[src/rtl/switch_debouncer.sv]
// Purpose: synchronises and debounces raw slide switches, one stability counter per bit.
// Latency: STABLE_CYCLES+2 edges from the first sampling edge to sw_clean; change pulses one cycle.
// Backpressure: none, free-running in the clk domain.
module switch_debouncer #(
    parameter int WIDTH         = 8,
    parameter int STABLE_CYCLES = 1000000,
    parameter int CNT_W         = 20
) (
    input  logic             clk,
    input  logic             rst_n,
    input  logic [WIDTH-1:0] sw_raw,
    output logic [WIDTH-1:0] sw_clean,
    output logic [WIDTH-1:0] sw_changed,
    output logic             any_changed
);

    localparam logic [CNT_W-1:0] CNT_LAST = CNT_W'(STABLE_CYCLES - 1);

    logic [WIDTH-1:0] s1;
    logic [WIDTH-1:0] s2;
    logic [WIDTH-1:0] clean_nxt;
    logic [WIDTH-1:0] changed_nxt;
    logic [CNT_W-1:0] cnt     [WIDTH];
    logic [CNT_W-1:0] cnt_nxt [WIDTH];

    // Any agreement between s2 and sw_clean discards the partial count.
    always_comb begin
        clean_nxt   = sw_clean;
        changed_nxt = '0;
        for (int i = 0; i < WIDTH; i++) begin
            cnt_nxt[i] = '0;
            if (s2[i] != sw_clean[i]) begin
                if (cnt[i] == CNT_LAST) begin
                    clean_nxt[i]   = s2[i];
                    changed_nxt[i] = 1'b1;
                end else begin
                    cnt_nxt[i] = cnt[i] + CNT_W'(1);
                end
            end
        end
    end

    always_ff @(posedge clk or negedge rst_n) begin
        if (!rst_n) begin
            s1          <= '0;
            s2          <= '0;
            sw_clean    <= '0;
            sw_changed  <= '0;
            any_changed <= 1'b0;
            for (int i = 0; i < WIDTH; i++) begin
                cnt[i] <= '0;
            end
        end else begin
            s1          <= sw_raw;
            s2          <= s1;
            sw_clean    <= clean_nxt;
            sw_changed  <= changed_nxt;
            any_changed <= |changed_nxt;
            for (int i = 0; i < WIDTH; i++) begin
                cnt[i] <= cnt_nxt[i];
            end
        end
    end

endmodule

[config.mk]
export PLATFORM = sky130hd
export DESIGN_NAME = switch_debouncer
export DESIGN_NICKNAME = d
export VERILOG_FILES = /design/src/rtl/switch_debouncer.sv
export SDC_FILE = /design/constraint.sdc
export NUM_CORES = 1
export LEC_CHECK = 0
export ABC_AREA = 1
export BUFFER_PORTS_ARGS = -buffer_cell sky130_fd_sc_hd__buf_2
export CORE_MARGIN = 2
export CORE_UTILIZATION = 59
export CTS_BUF_LIST = sky130_fd_sc_hd__clkbuf_2
export DETAILED_ROUTE_END_ITERATION = 10
export GPL_TIMING_DRIVEN = 0
export MAX_ROUTING_LAYER = met4
export PLACE_DENSITY = 0.79
export REMOVE_ABC_BUFFERS = 1
export SYNTH_ARGS = -nofsm -noshare
export SYNTH_HDL_FRONTEND = slang
export SYNTH_SLANG_ARGS = --single-unit
[constraint.sdc]
create_clock -name clk -period 1.35 [get_ports clk]
set_input_delay 0.27 -clock clk [delete_from_list [all_inputs] [get_ports clk]]
set_output_delay 0.27 -clock clk [all_outputs]
set_load 0.005 [all_outputs]
# After elaboration in Yosys (flattened, before gate mapping)
# Cells that the tools add are included.
dict set report word_totals {
  ff_bits 193
  input_bits 10
  output_inout_bits 17
  wordCells 85
}
dict set report classes {
  n_addsub 8
  n_eq_ne 16
  muxes 32
  reduce_logical 9
}
# op count
set op_table {}
lappend op_table {{$mux 20} 16}
lappend op_table {{$add 20x1->20 const B} 8}
lappend op_table {{$eq 20x20->1 const B} 8}
lappend op_table {{$mux 1} 16}
lappend op_table {{$reduce_and 2->1} 8}
lappend op_table {{$ne 1x1->1} 8}
lappend op_table {{$reduce_or 8->1} 1}

# Logic depth before layout (Yosys ltp)
dict set report logic_depth {
  word_depth 4
  mapped_depth 10
  ltp_nobuf 10
}

# Worst setup path before layout
# OpenSTA, ideal clock, no wires.
dict set report synth_timing {
  path_kind {register to register}
  start {reg cnt[80] (netlist name)}
  end {reg cnt[83] (netlist name)}
  setup_time_ps 123
  arrival_ps 1265
  t_required_ps 1227
  path_slack_ps -38
  path_stages_with_launch 7
  n_path_buf 0
  synth_period_minus_slack_ps 1388
  cell_sequence {dfrtp_1 -> ha_1 -> nand3_2 -> nor3_4 -> nand3_2 -> nand2_4 -> nor3b_1}
}
# element line_no
set synth_rtl {}
lappend synth_rtl {{start, declared} 23} ;# logic [CNT_W-1:0] cnt [WIDTH];
lappend synth_rtl {{start signal, assigned by index} 60} ;# cnt[i] <= cnt_nxt[i];

==> results.txt <==
Tmin final = 1843 ps
Fin Hold WS = -93.85 ps
Primary FF master, synth = dfrtp_1
Yosys warning count = 0
Die ar. = 0.01787 mm²
global route total overflow = 0
root buffer cell = clkbuf_2
Peak Freq = 0.5426 GHz
htree depth = 4
power density over cell area = 715.9 mW/mm²
CP Data Required Time = 2110 ps
Synth Area in Adders = 1.009%
final hold vios = 57
FF-to-FF setup slack = -490 ps
max-slew violations = 0
DRC Markers = 0
top-count cell post-synth = nor2_1
compound-gate portion of the synthesized area = 3.304%
Yosys cell types = 31
largest net degree at the start of global routing = 120
Crit Reg-Reg Endpoint = cnt[119]
Initial Util = 60.04%
Post-Syn Area = 0.009921 mm²
Syn-to-layout area delta = 44.77%
boundary pin count = 27
drt wl/cell = 21.48 µm
Area contributors post-synth = dfrtp_1 49%, nor2_1 9.8%, nand2_1 8.4%, inv_1 5.7%, xor2_1 4.9%
largest family of logic cells by synthesized area = simple AND/OR/NAND/NOR gates
routability congestion estimate = 0.9083
clock tree buffer depth = 2
hpwl dp = 13.76 mm
failing checks = negative hold slack, negative setup slack
CTS tree = built
Clock Latency Late Sink = 850 ps
crit-path max FO = 6
Post-synth top cells = 259 x nor2_1, 221 x nand2_1, 193 x dfrtp_1
Yosys top cell area share = 48.68%
final WL = 36.58 mm
Tot Pwr = 10280 µW
max-cap violation count = 0
Post-Synthesis Cells = 1237
drt via density = 6.295
Final nets = 1486
Setup CP Type = reg2reg
startpoint types = flip-flop
placed cell count = 1483
Post-synth ARST share = 100.0%
mux cell area share after synthesis = 0%
vias in the first global route = 8648
final cell count without fillers = 1703
post-synthesis register bit count = 193
R2R Path Start = cnt[104]
first-pass GRT wire length = 39.36 mm
Mapped Avg Cell Area = 8.020 µm²
clock buffer count from CTS = 17
leakage power = 0.006501 µW
slew margin rel. = 57.69%
R2R cell count = 8
Post-synth EDFFs = 0
dpl ws = -338.1 ps
via count = 10720
Synth area leader = dfrtp_1
Simple-Gate Fraction of Synth Area = 34.37%
IR drop worst, VDD = 0.0005868 V
Routed Antenna Nets = 0
Die Y = 133.7 µm
die width = 133.7 µm
core area = 0.01652 mm²
fin worst setup slack = -493.1 ps
status = complete, but fails checks
layout cell share with drive strength beyond 1 = 41.46%
IO buf count = 26
Crit. End Element = flip-flop
Layout Skew = 52.45 ps
CP Data Arrival Time = 2600 ps
# clock sinks = 193
post-synthesis sequential area ratio = 48.68%
Site Rows = 47
actual slew at the worst max-slew pin = 634.6 ps
post-synthesis xor/xnor area fraction = 6.571%
GRT Util Overall = 28.11%
post-route clock period utilization = 136.5%
CTS clock-pin slew for the worst setup and hold paths = 310 ps
initial antenna violation count = 2
RSZ-0062 raised after global routing = yes
Iter 0 DRT Violations = 1287
Hold WC Path Type = in2async
setup TNS = -32080 ps
DR pass1 iterations = 7
Setup Viol. Count Final = 177
flip-flops by register name, indices dropped and copies added (netlist names):
name / cells
sw_clean: 8
s1: 8
any_changed: 1
s2: 8
cnt: 160
sw_changed: 8
layout by cell type (no fill, tap or decap), types with 8 or more instances in the layout:
cell           count
nand3_4           27
inv_2             26
nor2_1           169
nand2_4           25
xor2_1            44
a21oi_2           12
a21oi_1           26
nand2_2           30
xor2_4            10
nor2_2            44
nand4_1           22
dfrtp_2           17
buf_6             42
nor3_1            37
buf_4            125
ha_4               8
nand3_1           54
dlygate4sd3_1     10
nor3_2            30
clkbuf_2          19
nand2_8           11
nor2_4            61
nand2_1          174
nor3b_2            8
nor3_4            18
inv_1            123
xnor2_1            8
o21ai_1            9
nand3_2           28
buf_2             25
dfrtp_1          176
worst max-delay path, stage by stage, from the launching register on:
cell	delay, ps
dfrtp_1	460
clkinvlp_4	230
nor3_4	300
buf_6	160
nand2_4	70
nor2_1	200
nand3_1	170
nand2_2	120
nor2_1	40
area by class of cell:
cell class / instances / area, µm²
Multi-Input combinational cell: 887 / 6520
Inverter: 159 / 631.9
Antenna cell: 2 / 5.005
Clock inverter: 13 / 185.2
Clock buffer: 19 / 95.09
Tap cell: 220 / 275.3
Fill cell: 675 / 2162
Timing Repair Buffer: 210 / 1799
Sequential cell: 193 / 4851
through the flow:
| stage | utilization [%] | instance area (µm²) |
|---|---|---|
| after floorplan | - | 9916 |
| after global placement | 62.46 | 10320 |
| after detailed placement | 62.69 | 10360 |
| after CTS | 74.17 | 12260 |
| after global routing | 86.92 | 14360 |
| final | 86.92 | 14360 |
what timing repair did:
action	4_1_cts	5_1_grt
gates cloned	3	0
setup endpoints to repair	162	177
gates resized for setup	210	323
buffers inserted	81	95
pin swaps	59	122
hold endpoints to repair	162	8
hold buffers	9	1
kinds of logic after synthesis:
family                     Yosys count
AOI/OAI and AO/OA                   63
and+or+nand+nor                    742
buffers and inverters              160
xor gates and xnor gates            71
DFF                                193
adders and majority gates            8
layer usage:
metal	vias up	share of wire, %	GRT usage, %
li1	4415	-	-
met1	5047	35	34.39
met2	907	48	45.96
met3	352	8.7	5.441
met4	0	8.3	11.94
met5	-	0	-
worst max path at each step:
stage	endpoint	cells past startpoint	slack, ps	start
2_1_floorplan	cnt[83]	6	-40	cnt[80]
3_3_place_gp	sw_clean[3]	1	-3130	rst_n
3_5_place_dp	any_changed	7	-340	cnt[60]
4_1_cts	sw_clean[1]	1	-330	sw_clean[1]
5_1_grt	sw_clean[7]	1	-440	sw_clean[7]
6_report	cnt[119]	8	-490	cnt[104]
where the power goes:
part / internal, µW / switching (µW) / leakage [µW]
Clock: 1230 / 2200 / 0.000154
Sequential: 5880 / 119 / 0.00261
Combinational: 360 / 489 / 0.00373
Total: 7470 / 2810 / 0.00650
Note: power is estimated with default switching activity, not from simulation.
